`config.mk`:
```
export PLATFORM = sky130hd
export DESIGN_NAME = sdram_port_arbiter
export DESIGN_NICKNAME = d
export VERILOG_FILES = /design/src/rtl/sdram_arb_pkg.sv /design/src/rtl/sdram_port_arbiter.sv
export SDC_FILE = /design/constraint.sdc
export NUM_CORES = 1
export LEC_CHECK = 0
export BUFFER_PORTS_ARGS = -buffer_cell sky130_fd_sc_hd__clkbuf_2
export CAP_MARGIN = 5
export CELL_PAD_IN_SITES_DETAIL_PLACEMENT = 1
export CELL_PAD_IN_SITES_GLOBAL_PLACEMENT = 2
export CORE_ASPECT_RATIO = 1.5
export CORE_MARGIN = 3
export CORE_UTILIZATION = 16
export CTS_CLUSTER_DIAMETER = 50
export CTS_CLUSTER_SIZE = 10
export DETAILED_ROUTE_END_ITERATION = 8
export PLACE_DENSITY_LB_ADDON = 0.1
export SLEW_MARGIN = 20
export SYNTH_ARGS = -nofsm -noshare
export SYNTH_HDL_FRONTEND = slang
export SYNTH_SLANG_ARGS = --single-unit
```
`constraint.sdc`:
```
create_clock -name sdram_clk -period 2.77 [get_ports sdram_clk]
set_input_delay 0.1385 -clock sdram_clk [delete_from_list [all_inputs] [get_ports sdram_clk]]
set_output_delay 0.1385 -clock sdram_clk [all_outputs]
set_load 0.01 [all_outputs]
```
`src/rtl/sdram_arb_pkg.sv`:
```
// sdram_arb_pkg: shared state type and default bus widths for the SDRAM
// port arbiter that sits in front of the HPS FPGA-to-SDRAM bridge.
package sdram_arb_pkg;

  // Grant owner of the shared Avalon-MM port
  typedef enum logic [1:0] {
    ARB_IDLE,
    ARB_RD,
    ARB_WR
  } arb_state_t;

  localparam int SDRAM_ADDR_W  = 27;
  localparam int SDRAM_BURST_W = 8;

endpackage

```
`src/rtl/sdram_port_arbiter.sv`:
```
// sdram_port_arbiter: shares one Avalon-MM SDRAM port between the frame
// reader (display, fixed priority) and the frame writer (ingest).
// Write bursts keep the grant until their last beat is accepted; read data
// goes straight back to the reader since the writer never reads.
// Optional macro SDRAM_ARB_FAIR_EN: after MAX_RD_STREAK accepted reads in a
// row, a pending write is forced in so the writer cannot starve.
module sdram_port_arbiter
  import sdram_arb_pkg::*;
#(
  parameter int SDRAM_DATA_WIDTH = 64,
  parameter int ADDR_WIDTH       = SDRAM_ADDR_W,
  parameter int BURST_WIDTH      = SDRAM_BURST_W,
  parameter int MAX_RD_STREAK    = 64
) (
  input  logic                          sdram_clk,
  input  logic                          rst,
  // frame reader
  input  logic [ADDR_WIDTH-1:0]         rd_address_i,
  input  logic [BURST_WIDTH-1:0]        rd_burstcount_i,
  input  logic                          rd_read_i,
  output logic                          rd_waitrequest_o,
  output logic [SDRAM_DATA_WIDTH-1:0]   rd_readdata_o,
  output logic                          rd_readdatavalid_o,
  // frame writer
  input  logic [ADDR_WIDTH-1:0]         wr_address_i,
  input  logic [BURST_WIDTH-1:0]        wr_burstcount_i,
  input  logic                          wr_write_i,
  input  logic [SDRAM_DATA_WIDTH-1:0]   wr_writedata_i,
  input  logic [SDRAM_DATA_WIDTH/8-1:0] wr_byteenable_i,
  output logic                          wr_waitrequest_o,
  // SDRAM slave port
  output logic [ADDR_WIDTH-1:0]         sdram_address_o,
  output logic [BURST_WIDTH-1:0]        sdram_burstcount_o,
  output logic                          sdram_read_o,
  output logic                          sdram_write_o,
  output logic [SDRAM_DATA_WIDTH-1:0]   sdram_writedata_o,
  output logic [SDRAM_DATA_WIDTH/8-1:0] sdram_byteenable_o,
  input  logic                          sdram_waitrequest_i,
  input  logic [SDRAM_DATA_WIDTH-1:0]   sdram_readdata_i,
  input  logic                          sdram_readdatavalid_i
);

  localparam logic [BURST_WIDTH-1:0] BEAT_ONE = BURST_WIDTH'(1);

  // A zero streak limit would make the fairness logic meaningless
  generate
    if (MAX_RD_STREAK < 1) begin : g_bad_streak
      $error("MAX_RD_STREAK must be at least 1");
    end
  endgenerate

  arb_state_t             state_reg;
  logic [BURST_WIDTH-1:0] beats_left_reg;
  logic [ADDR_WIDTH-1:0]  wr_addr_hold_reg;
  logic [BURST_WIDTH-1:0] wr_bc_hold_reg;

  logic                   force_wr;
  logic                   wr_accept;
  logic                   wr_first_beat;
  logic                   wr_last;
  logic [BURST_WIDTH-1:0] wr_burst_len;

  // beats_left == 0 while in WR means the first beat has not been taken yet
  assign wr_first_beat = (beats_left_reg == '0);
  assign wr_burst_len  = (wr_burstcount_i == '0) ? BEAT_ONE : wr_burstcount_i;
  assign wr_accept     = (state_reg == ARB_WR) && wr_write_i && !sdram_waitrequest_i;
  assign wr_last       = wr_accept &&
                         (wr_first_beat ? (wr_burst_len == BEAT_ONE)
                                        : (beats_left_reg == BEAT_ONE));

  // Read return path is shared and unconditional: the writer never reads
  assign rd_readdata_o      = sdram_readdata_i;
  assign rd_readdatavalid_o = sdram_readdatavalid_i;

`ifdef SDRAM_ARB_FAIR_EN
  localparam int STREAK_W = $clog2(MAX_RD_STREAK + 1);
  localparam logic [STREAK_W-1:0] STREAK_MAX = STREAK_W'(MAX_RD_STREAK);

  logic [STREAK_W-1:0] rd_streak_reg;
  logic                rd_accept;

  assign rd_accept = (state_reg == ARB_RD) && rd_read_i && !force_wr && !sdram_waitrequest_i;
  // Streak is full and the writer is waiting: block the reader this cycle
  assign force_wr  = (state_reg == ARB_RD) && (rd_streak_reg == STREAK_MAX) && wr_write_i;

  // Count back-to-back accepted reads; cleared whenever the reader loses the port
  always_ff @(posedge sdram_clk) begin
    if (rst) begin
      rd_streak_reg <= '0;
    end else if ((state_reg != ARB_RD) || !rd_read_i || force_wr) begin
      rd_streak_reg <= '0;
    end else if (rd_accept && (rd_streak_reg != STREAK_MAX)) begin
      rd_streak_reg <= rd_streak_reg + STREAK_W'(1);
    end
  end
`else
  assign force_wr = 1'b0;
`endif

  // Slave-side mux, driven from the registered grant
  always_comb begin
    sdram_read_o       = 1'b0;
    sdram_write_o      = 1'b0;
    sdram_address_o    = '0;
    sdram_burstcount_o = '0;
    sdram_writedata_o  = '0;
    sdram_byteenable_o = '0;
    rd_waitrequest_o   = 1'b1;
    wr_waitrequest_o   = 1'b1;
    if (!rst) begin
      case (state_reg)
        ARB_RD: begin
          sdram_read_o       = rd_read_i && !force_wr;
          sdram_address_o    = rd_address_i;
          sdram_burstcount_o = rd_burstcount_i;
          rd_waitrequest_o   = sdram_waitrequest_i || force_wr;
        end
        ARB_WR: begin
          sdram_write_o      = wr_write_i;
          sdram_address_o    = wr_first_beat ? wr_address_i : wr_addr_hold_reg;
          sdram_burstcount_o = wr_first_beat ? wr_burstcount_i : wr_bc_hold_reg;
          sdram_writedata_o  = wr_writedata_i;
          sdram_byteenable_o = wr_byteenable_i;
          wr_waitrequest_o   = sdram_waitrequest_i;
        end
        default: ;
      endcase
    end
  end

  // Grant FSM plus write-burst beat tracking
  always_ff @(posedge sdram_clk) begin
    if (rst) begin
      state_reg        <= ARB_IDLE;
      beats_left_reg   <= '0;
      wr_addr_hold_reg <= '0;
      wr_bc_hold_reg   <= '0;
    end else begin
      case (state_reg)
        ARB_IDLE: begin
          if (rd_read_i) begin
            state_reg <= ARB_RD;
          end else if (wr_write_i) begin
            state_reg <= ARB_WR;
          end
        end
        ARB_RD: begin
          if (!rd_read_i) begin
            state_reg <= ARB_IDLE;
          end else if (force_wr) begin
            state_reg <= ARB_WR;
          end
        end
        ARB_WR: begin
          if (wr_accept) begin
            if (wr_first_beat) begin
              wr_addr_hold_reg <= wr_address_i;
              wr_bc_hold_reg   <= wr_burstcount_i;
              beats_left_reg   <= wr_burst_len - BEAT_ONE;
            end else begin
              beats_left_reg   <= beats_left_reg - BEAT_ONE;
            end
            if (wr_last) begin
              state_reg <= rd_read_i ? ARB_RD : ARB_IDLE;
            end
          end else if (wr_first_beat && !wr_write_i) begin
            // Writer withdrew before any beat was taken; nothing to hold
            state_reg <= rd_read_i ? ARB_RD : ARB_IDLE;
          end
        end
        default: state_reg <= ARB_IDLE;
      endcase
    end
  end

endmodule
```
After elaboration in Yosys (flattened, before gate mapping)
Index checks and enable logic that the tools add are counted.
- output and inout bits: 176
- bits in registers: 45
- input bits: 212
- logic and storage cells: 54
- muxes and demuxes: 29
- $add $sub $neg: 2
- equal/unequal tests: 8
- reductions and logical operators: 11
- operators with widths (kind ; count):
    $mux 64 ; 2
    $mux 27 ; 2
    $pmux 27 s2 ; 1
    $mux 8 ; 6
    $eq 8x1->1 const B ; 2
    $logic_not 8->1 ; 2
    $pmux 8 s2 ; 1
    $sub 8x1->8 const B ; 2
    $mux 2 ; 6
    $mux 1 ; 10
    $ne 3x3->1 const B ; 2
    $pmux 2 s3 ; 1
    $logic_and 1x1->1 ; 4
    $reduce_and 4->1 ; 1
    $ne 3x2->1 const B ; 1
    $eq 2x1->1 const B ; 1
    $eq 2x2->1 const B ; 1
    $logic_not 1->1 ; 2
    $logic_not 2->1 ; 1
    $ne 2x2->1 const B ; 1
    $reduce_and 2->1 ; 1

Longest topological paths before layout
Gate-level depths: netlist of the first run.
- depth in word-level cells: 8
- mapped depth: 8
- mapped depth without buffers: 7

Least setup slack after synthesis of the first run
No wires, ideal clock.
- path kind: input to register
- start: input wr_burstcount_i[4]
- end: register beats_left_reg[6]
- setup time: 0.132 ns
- buffers on the path: 1
- data required time: 2.638 ns
- arrival time: 1.896 ns
- setup slack: 0.742 ns
- stages on the path: 8
- path through: clkbuf_1 > nor4_1 > a31oi_1 > ha_1 > nor3b_1 > and3b_1 > o41ai_1 > a21oi_1
- longest elaborated chain between the ends: 4
- ends and longest elaborated chain (what ; line ; text):
    start: declaration ; sdram_port_arbiter.sv:26 ; input logic [BURST_WIDTH-1:0] wr_burstcount_i,
    $logic_not 8->1 ; sdram_port_arbiter.sv:65 ; assign wr_burst_len = (wr_burstcount_i == '0) ? BEAT_ONE : wr_burstcount_i;
    $mux 8 (*) ; sdram_port_arbiter.sv:65 ;
    $sub 8x1->8 (*) ; sdram_port_arbiter.sv:159 ; beats_left_reg <= wr_burst_len - BEAT_ONE;
    $mux 8 (*) ; sdram_port_arbiter.sv:156 ; if (wr_first_beat) begin
    end signal: assignment ; sdram_port_arbiter.sv:159 ;
    end signal: assignment ; sdram_port_arbiter.sv:161 ; beats_left_reg <= beats_left_reg - BEAT_ONE;
    end: declaration ; sdram_port_arbiter.sv:53 ; logic [BURST_WIDTH-1:0] beats_left_reg;
Mark *: on every way between the ends. The rest lies on a longest branch, timed or not.
A chain may end at the register's enable or synchronous reset.

Worst setup path after layout of the first run
- start: register beats_left_reg[1]
- end: output sdram_burstcount_o[4]
- longest elaborated chain between the ends: 4
- ends and longest elaborated chain (what ; line ; text):
    $logic_not 8->1 ; sdram_port_arbiter.sv:64 ; assign wr_first_beat = (beats_left_reg == '0);
    $mux 8 ; n/a ;
    $pmux 8 s2 ; sdram_port_arbiter.sv:111 ; case (state_reg)
    $mux 8 ; sdram_port_arbiter.sv:110 ; if (!rst) begin
    end: declaration ; sdram_port_arbiter.sv:33 ; output logic [BURST_WIDTH-1:0] sdram_burstcount_o,
Every way passes these cells.

==> results of run 1 <==
[routing by layer]
metal,track usage,vias up,part of all wire
li1,-,2044,-
met1,0.130,1945,0.35
met2,0.263,226,0.52
met3,0.0615,36,0.10
met4,0.0381,8,0.019
met5,0,-,0.0025
[layout make-up]
| type | instances | area (sq um) |
|---|---|---|
| Antenna cell | 1 | 2.50 |
| Clock buffer | 5 | 125 |
| Clock inverter | 3 | 46.3 |
| Fill cell | 2889 | 17900 |
| Inverter | 8 | 30.0 |
| Multi-Input combinational cell | 377 | 2200 |
| Sequential cell | 45 | 901 |
| Tap cell | 315 | 394 |
| Timing Repair Buffer | 273 | 1410 |
[stage by stage]
step	cells	setup slack, ns	util
after floorplan	531	0.742	-
after global placement	1018	0.527	0.214
after detailed placement	1018	0.493	0.214
after CTS	1026	0.169	0.221
after global routing	1026	0.0532	0.221
final	1027	0.255	0.222
[how the worst max path moves through the flow]
stage                     depth (start not counted)                     to  slack [ns]
after global placement                            7    sdram_address_o[17]        0.53
after floorplan                                   8      beats_left_reg[6]        0.74
after global routing                              7    sdram_address_o[13]        0.05
final                                             7  sdram_burstcount_o[4]        0.26
after CTS                                         7  sdram_burstcount_o[4]        0.17
after detailed placement                          5      wr_bc_hold_reg[3]        0.49
[synth_stat cells, drive strengths merged]
master	instances
nand2	111
buf	78
and2	76
dfxtp	45
a21oi	39
o21ai	39
mux2i	36
clkbuf	23
nor2	13
inv	8
ha	7
nor3	7
a31oi	4
nand2b	4
nand3	4
a311oi	3
nor4	3
o41ai	3
or3	3
a211oi	2
and3	2
mux2	2
nand4	2
nor2b	2
o31ai	2
a2111oi	1
a21boi	1
and3b	1
nand3b	1
nand4b	1
nor3b	1
o21a	1
o22ai	1
o31a	1
o41a	1
or4	1
xnor2	1
xor2	1
[kinds of logic after synthesis]
logic type               share of synthesized area
XOR/XNOR                                   0.00465
flip-flops                                   0.239
AND/OR/NAND/NOR                              0.303
multiplexers                                 0.102
buffers and inverters                        0.181
AO/OA/AOI/OAI                                0.147
adder cells (fa/ha/maj)                     0.0232
[critical path, stage by stage, from the launching register on]
cell	delay (ns)
dfxtp_1	0.35
inv_1	0.12
ha_1	0.31
and3_2	0.41
buf_4	0.36
mux2i_1	0.27
o21ai_0	0.10
clkbuf_2	0.15
[where the power goes]
group | total (uW) | switching (uW) | leakage, uW | internal [uW]
clock network | 714 | 286 | 0.0000800 | 428
registers | 686 | 15.8 | 0.000364 | 670
logic | 717 | 400 | 0.00210 | 317
==> reports/summary.txt, run 1 <==
GP Congestion = 0.822
Grt ovf = 0
Clk_lat worst skew = 0.29 ns
YS warnings = 0
Post-CTS Hold Buffers = 0
Worst Hold Slack = 0.0747 ns
I/O Buffers = 257
Worst path arrival time = 2.38 ns
Vias = 4,259
Crit. End Element = output port
Worst hold start = wr_address_i[11]
Max Fanout on Critical Path = 17
First-pass GRT wire length = 27,400 um
VDD IR max = 0.196 mV
FF-to-FF path depth = 5
Most frequent cells in the layout = clkbuf_2, nand2_1, and2_1
Ports = 388
Clock sink total = 45
Clk_skew = 0.00556 ns
Hold Crit Depth = 3
Net Count, Synth = 750
Std cell rows = 68
Share of layout cells above drive strength 1 = 0.404
Largest area contributor in the netlist = dfxtp_1
Crit Reg-Reg Endpoint = wr_bc_hold_reg[3]
Die area = 25,500 sq um
Core box area = 23,100 sq um
Kind of critical path = reg -> out
All-Layer GR Usage = 0.137
Max transition margin = 0.616
Cell Area, Placed = 4930 sq um
Register area share after synthesis = 0.239
Number of global-route vias before repair = 4,817
Clock Path Buffers = 2
Worst hold endpoint = wr_addr_hold_reg[11]
Die width = 131 um
Post-cts sizing count = 0
DP Wirelength = 14,900 um
Drt first pass iters = 4
Mapped Cells = 531
Drt first-iter violations = 47
Avg Cell Area, Syn = 7.10 sq um
Largest cells by area after synthesis = dfxtp_1, buf_4, and2_1
Starting density of the core = 0.163
Drt via density = 4.15
CTS clk-pin slew, worst paths = 0.07 ns
Die Y = 194 um
Tmin final = 2.51 ns
Status = complete, no violations
R2R setup slack = 0.50 ns
Pin count of the biggest net entering global routing = 46
Yosys top cell area share = 0.239
Root Driver = clkbuf_16
Total CTS buffers = 5
Post-Route WL = 17,800 um
Unique cell type count in the Yosys netlist = 43
Setup Viol. Count Final = 0
Initial antenna violation count = 5
Static leakage = 0.00254 uW
Nets = 929
Max cap viols = 0
H-Tree Depth = 2
Synth Register Bits = 45
Commonest non-fill, non-tap cell in the layout = clkbuf_2
Reg-to-Reg Start = beats_left_reg[2]
CTS tree = done
Tcrit/Tclk final = 0.908
Drt wl/cell = 17.4 um
Synthesis-to-layout area growth = 35.5%
Fin. Hold Viols = 0
Cell Area, Synth = 3770 sq um
Post-Route Setup TNS = 0 ns
Worst Hold Class = in -> reg
Fmax = 0.398 GHz
Design area = 5110 sq um
Largest register FFs = 27
CP required = 2.63 ns
Pins Over Slew Limit = 0
Total power = 2120 uW
Slew at the pin closest to its max-slew limit = 0.576 ns
RSZ-0062 raised after global routing = no
Post-CTS Setup Inserts = 0
Pwr dens = 414 nW/um^2
Worst setup SP type = register
DRC Markers = 0
Routed Antenna Nets = 0
Worst setup path start = beats_left_reg[1]
No activity file was read; power rests on OpenSTA's default activity.
==> run 2, diff against run 1 <==
Settings changed: ABC_AREA from default to 1.
==> run 2 against run 1 <==
Net effect:
- design area rose by 5.3%
- synthesized area is 8.9% higher
- utilization decreased by 0.77 points
==> reports/summary.txt, run 2 <==
Clock sink total = 45 (unchanged)
I/O Buffers = 257 (unchanged)
H-Tree Depth = 2 (unchanged)
Die Y = 202 um (+4.2%)
Die width = 137 um (+4.2%)
Net Count, Synth = 942 (+26%)
Post-CTS Hold Buffers = 0 (unchanged)
Slew at the pin closest to its max-slew limit = 1.02 ns (+0.439 ns)
Post-Route Setup TNS = 0 ns (unchanged)
Largest register FFs = 27 (unchanged)
All-Layer GR Usage = 0.139 (+0.00239)
First-pass GRT wire length = 29,700 um (+8.2%)
Pwr dens = 708 nW/um^2 (+71%)
Buf+Inv Stages, Crit Path = 3 (unchanged)
Worst Hold Class = in -> reg
YS warnings = 0 (unchanged)
Static leakage = 0.00266 uW (+4.7%)
CP delay by family, top = buffers and inverters
Max cap viols = 0 (unchanged)
Nets = 1,102 (+19%)
Most frequent cells in the layout = clkbuf_2, nand2_1, nor2_1
Pin count of the biggest net entering global routing = 94 (+100%)
R2R setup slack = 0.68 ns (+0.18 ns)
Worst setup SP type = register
Register area = 901 sq um (unchanged)
Worst path arrival time = 2.19 ns (-0.19 ns)
Commonest non-fill, non-tap cell in the layout = clkbuf_2
Pins Over Slew Limit = 0 (unchanged)
CTS tree = done
Fmax = 0.430 GHz (+8.1%)
Die area = 27,700 sq um (+8.6%)
Worst path max stage delay = 0.33 ns (-0.08 ns)
Register area share after synthesis = 0.219 (-0.0196)
Critical path depth in cells = 10 (+3)
Total CTS buffers = 5 (unchanged)
DRC Markers = 0 (unchanged)
Crit. End Element = output port
Vias = 5,002 (+17%)
Post-CTS Setup Inserts = 0 (unchanged)
Largest area contributor in the netlist = dfxtp_1
Worst hold start = wr_address_i[7]
Max Fanout on Critical Path = 26 (+9)
Worst setup path start = beats_left_reg[0]
Grt ovf = 0 (unchanged)
Core box area = 25,100 sq um (+9.0%)
GP Congestion = 0.721 (-12%)
Design area = 5380 sq um (+5.3%)
Clk_lat worst skew = 0.29 ns (about the same)
Max transition margin = 0.323 (-0.293)
FILL cells = 3,296 (+14%)
Clk_skew = 0.00891 ns (+0.00335 ns)
DP Wirelength = 15,800 um (+6.4%)
Worst hold endpoint = wr_addr_hold_reg[7]
Clock Path Buffers = 2 (unchanged)
Tmin final = 2.33 ns (-0.189 ns)
Synthesis-to-layout area growth = 31.0%
Mapped Cells = 723 (+36%)
Cell Area, Synth = 4110 sq um (+8.9%)
CTS clk-pin slew, worst paths = 0.07 ns (about the same)
Root Driver = clkbuf_16
RSZ-0062 raised after global routing = no
Fraction of registers with async set/reset = 0 (unchanged)
VDD IR max = 0.266 mV (+36%)
Ys flop type = dfxtp_1
Antenna Cells = 0 (-1)
Ports = 388 (unchanged)
Hold Crit Depth = 3 (unchanged)
Unique cell type count in the Yosys netlist = 26 (-40%)
FF-to-FF path depth = 9 (+4)
Commonest cells in the netlist = nand2_1, nor2_1, a21oi_1, inv_1, o21ai_0
Tcrit/Tclk final = 0.840 (-0.0682)
Fin. Hold Viols = 0 (unchanged)
Synth Register Bits = 45 (unchanged)
Largest cells by area after synthesis = dfxtp_1, nand2_1, buf_4
Reg-to-Reg Start = beats_left_reg[0]
Avg Cell Area, Syn = 5.68 sq um (-20%)
Kind of critical path = reg -> out
Most numerous cell in the Yosys netlist = nand2_1
Multi-input logic area = 2220 sq um (+0.63%)
Drt wl/cell = 16.5 um (-5.0%)
Drt via density = 4.13 (-0.48%)
Worst path most repeated cell = nand2_1
Critical path's slowest cell = dfxtp_1
Drt first-iter violations = 121 (+160%)
Post-synth EDFFs = 0 (unchanged)
Std cell rows = 71 (+4.4%)
Cell Area, Placed = 5200 sq um (+5.5%)
CP cell instances = inv_1, ha_1, nand2_1, nor2_4, buf_4, nand2_1, o21ai_0, nand2_1, a21oi_1, clkbuf_2
Share of layout cells above drive strength 1 = 0.320 (-0.0835)
Routed Antenna Nets = 0 (unchanged)
Crit Reg-Reg Endpoint = wr_addr_hold_reg[9]
Post-Route WL = 20,000 um (+12%)
Worst Hold Slack = 0.149 ns (+0.0744 ns)
Number of global-route vias before repair = 5,271 (+9.4%)
Post-cts sizing count = 0 (unchanged)
Drt first pass iters = 4 (unchanged)
CP required = 2.63 ns (about the same)
Starting density of the core = 0.163 (about the same)
Status = complete, no violations
Yosys top cell area share = 0.219 (-0.0196)
Initial antenna violation count = 2 (-3)
Setup Viol. Count Final = 0 (unchanged)
[run 2: cells by family (layout without fill, tap and decap cells)]
logic type,Yosys count,in the layout,synth area share
AND/OR/NAND/NOR,303,303,0.291
buffers and inverters,188,349,0.244
AO/OA/AOI/OAI,179,179,0.222
flip-flops,45,45,0.219
adder cells (fa/ha/maj),7,7,0.0213
XOR/XNOR,1,1,0.00213
[run 2: cell type report]
cell class / count / share of cell area
clock buffers: 7 / 0.0265
inverters: 74 / 0.0517
clock inverters: 1 / 0.00559
well taps: 328 / 0.0763
repair buffers: 267 / 0.260
flip-flops and latches: 45 / 0.168
multi-input cells: 490 / 0.412
[run 2: worst reg2reg max path, stage by stage, from the launching register on]
cell and delay [ns]:
dfxtp_1 0.35, inv_1 0.10, ha_1 0.23, nand2_1 0.15
nor2_4 0.06, inv_2 0.32, nor2_2 0.08, inv_2 0.43
o21ai_0 0.17, a21oi_1 0.13
[run 2: per-layer routing]
layer  share of wire  global-route usage  wire length [um]
met5          0.0012                   0                24
met4           0.020              0.0396               399
met3           0.088              0.0483              1770
met2            0.49               0.248              9880
met1            0.40               0.155              7910
[run 2: worst max path at each step]
stage / endpoint / slack, ns
after floorplan: sdram_address_o[19] / 0.97
after global placement: beats_left_reg[4] / 0.68
after detailed placement: wr_addr_hold_reg[10] / 0.64
after CTS: sdram_address_o[4] / 0.38
after global routing: sdram_address_o[4] / 0.20
final: sdram_address_o[3] / 0.44
[run 2: power breakdown]
| part | total (uW) | leakage, uW | switching [uW] | internal (uW) |
|---|---|---|---|---|
| clock | 724 | 0.0000841 | 273 | 452 |
| sequential | 778 | 0.000365 | 40.6 | 737 |
| combinational | 2300 | 0.00221 | 1570 | 731 |
| total | 3800 | 0.00266 | 1880 | 1920 |
[run 2: stage by stage]
step	util	instances	setup slack [ns]	total power [uW]
6_report	0.214	1212	0.444	3800
5_1_grt	0.214	1212	0.196	4230
4_1_cts	0.214	1212	0.380	3960
3_5_place_dp	0.207	1204	0.645	3190
3_3_place_gp	0.207	1204	0.683	3200
2_1_floorplan	-	723	0.974	2370
==> run 3, diff against run 2 <==
Clock period 2.77 ns to 2.3 ns, I/O delays scaled along.
==> run 3 against run 2 <==
Net effect:
- clock skew is 0.0021 ns lower
- final cell count rose by 0.74%
- clock power rose by 34%
- critical path type unchanged
- largest cell class unchanged
- highest routed layer unchanged
==> reports/summary.txt, run 3 (synthesis results as in run 2) <==
Drt wl/cell = 16.5 um (+0.34%)
I/O Buffers = 257 (unchanged)
RSZ-0062 raised after global routing = no
First-pass GRT wire length = 30,200 um (+1.7%)
Setup Viol. Count Final = 0 (unchanged)
Reg-to-Reg Start = beats_left_reg[0]
Worst hold endpoint = wr_addr_hold_reg[25]
Static leakage = 0.00272 uW (+2.2%)
Worst path arrival time = 2.00 ns (-0.19 ns)
Antenna Cells = 0 (unchanged)
FF-to-FF path depth = 10 (+1)
Routed Antenna Nets = 0 (unchanged)
Worst Hold Slack = 0.122 ns (-0.0269 ns)
CP required = 2.18 ns (-0.45 ns)
Std cell rows = 71 (unchanged)
Clk_skew = 0.00681 ns (-0.00210 ns)
Tmin final = 2.11 ns
Switching pwr = 2330 uW (+24%)
Most frequent cells in the layout = clkbuf_2, nand2_1, nor2_1
Synthesis-to-layout area growth = 33.8%
Starting density of the core = 0.163 (unchanged)
Drt first pass iters = 4 (unchanged)
Vias = 5,058 (+1.1%)
Worst Hold Class = in -> reg
Worst hold start = wr_address_i[25]
Fin. Hold Viols = 0 (unchanged)
Post-CTS Setup Inserts = 0 (unchanged)
Max cap viols = 0 (unchanged)
CTS clk-pin slew, worst paths = 0.07 ns (about the same)
Max Fanout on Critical Path = 26 (unchanged)
Kind of critical path = reg -> out
Slew at the pin closest to its max-slew limit = 0.432 ns (-0.583 ns)
Pins Over Slew Limit = 0 (unchanged)
DP Wirelength = 16,100 um (+2.1%)
Crit. End Element = output port
Crit Reg-Reg Endpoint = wr_addr_hold_reg[14]
Initial antenna violation count = 1 (-1)
CP delay by family, top = simple AND/OR/NAND/NOR gates
R2R setup slack = 0.46 ns (-0.22 ns)
Drt via density = 4.14 (+0.37%)
Post-Route WL = 20,200 um (+1.1%)
H-Tree Depth = 2 (unchanged)
Clock sink total = 45 (unchanged)
Inst Count DP = 1,213 (+0.75%)
Core box area = 25,100 sq um (unchanged)
Max transition margin = 0.712 (+0.389)
Nets = 1,111 (+0.82%)
Clock power share = 0.202 (+0.012)
Ports = 388 (unchanged)
All-Layer GR Usage = 0.141 (+0.00206)
Share of layout cells above drive strength 1 = 0.335 (+0.0147)
Clock Path Buffers = 2 (unchanged)
Hold Crit Depth = 3 (unchanged)
Total CTS buffers = 5 (unchanged)
GP Congestion = 0.736 (+2.2%)
Final core utilization = 0.219 (+0.00468)
Root Driver = clkbuf_16
VDD IR max = 0.387 mV (+45%)
Critical path's slowest cell = dfxtp_1
Worst setup SP type = register
Fin worst setup slack = 0.186 ns (-0.258 ns)
Gate power share = 0.603 (-0.002)
Grt ovf = 0 (unchanged)
CP cell instances = inv_1, ha_2, nand2_2, nor2_4, buf_12, nand2_1, o21ai_0, nand2_1, a21oi_1, clkbuf_2
Die area = 27,700 sq um (unchanged)
Status = complete, no violations
Buf+Inv Stages, Crit Path = 3 (unchanged)
Critical path depth in cells = 10 (unchanged)
Die width = 137 um (unchanged)
Number of global-route vias before repair = 5,296 (+0.47%)
DRC Markers = 0 (unchanged)
Largest register FFs = 27 (unchanged)
Pin count of the biggest net entering global routing = 91 (-3.2%)
Commonest non-fill, non-tap cell in the layout = clkbuf_2
Switching share of power = 0.485 (-0.00993)
Die Y = 202 um (unchanged)
Tcrit/Tclk final = 0.919
Fmax = 0.473 GHz
Place WS = 0.250 ns (-0.394 ns)
Post-Route Setup TNS = 0 ns (unchanged)
Layout Cells excl Fill = 1,221 (+0.74%)
Reg power frac = 0.195 (-0.009)
Worst path max stage delay = 0.33 ns (about the same)
Pwr dens = 874 nW/um^2 (+23%)
Pint = 2470 uW (+29%)
Worst path most repeated cell = nand2_1
Clk_lat worst skew = 0.29 ns (about the same)
FILL cells = 3,298 (+0.061%)
CTS tree = done
Drt first-iter violations = 164 (+36%)
run 3: worst max-delay path by stage:
stage / from / to / slack [ns]
5_1_grt: beats_left_reg[0] / sdram_address_o[16] / 0.001
2_1_floorplan: beats_left_reg[0] / sdram_address_o[19] / 0.53
6_report: beats_left_reg[0] / sdram_address_o[3] / 0.19
4_1_cts: beats_left_reg[0] / sdram_burstcount_o[4] / 0.05
3_5_place_dp: beats_left_reg[0] / sdram_address_o[9] / 0.25
3_3_place_gp: beats_left_reg[0] / sdram_address_o[14] / 0.31
run 3: layout make-up:
class                   instances  area, sq um  share of cell area
clock inverters                 3         65.1              0.0118
clock buffers                   5          125              0.0228
flip-flops and latches         45          901               0.164
inverters                      74          283              0.0515
repair buffers                276         1470               0.268
well taps                     328          410              0.0747
multi-input cells             490         2240               0.407
run 3: power by group through the flow:
stage / sequential [uW] / clock (uW) / combinational [uW]
floorplan: 938 / 0 / 1920
CTS: 937 / 1020 / 2940
detailed placement: 955 / 0 / 2890
global route: 950 / 1040 / 3330
global placement: 953 / 0 / 2920
finish: 935 / 971 / 2890
run 3: metrics by stage:
stage	total power [uW]	cell area (sq um)
2_1_floorplan	2860	4110
3_3_place_gp	3870	5260
3_5_place_dp	3850	5260
4_1_cts	4890	5460
5_1_grt	5320	5490
6_report	4800	5490
run 3: worst min-delay path, delay by kind of cell:
family	cells	cell delay, ns
AO/OA/AOI/OAI	2	0.17
buffers and inverters	1	0.09
run 3: timing repair:
action / in CTS / in global routing
endpoints found under the setup margin: 19 / 32
pin swaps: 0 / 2
gates resized for setup: 4 / 14
hold buffers: 0 / 0
run 3: per-layer routing:
| layer | vias to the layer above | share of wire | wire, um | global-route usage |
|---|---|---|---|---|
| met5 | - | 0.00040 | 8 | 0 |
| met1 | 2258 | 0.39 | 7970 | 0.157 |
| li1 | 2546 | - | - | - |
| met2 | 211 | 0.49 | 9980 | 0.256 |
| met3 | 41 | 0.091 | 1830 | 0.0453 |
| met4 | 2 | 0.020 | 412 | 0.0382 |
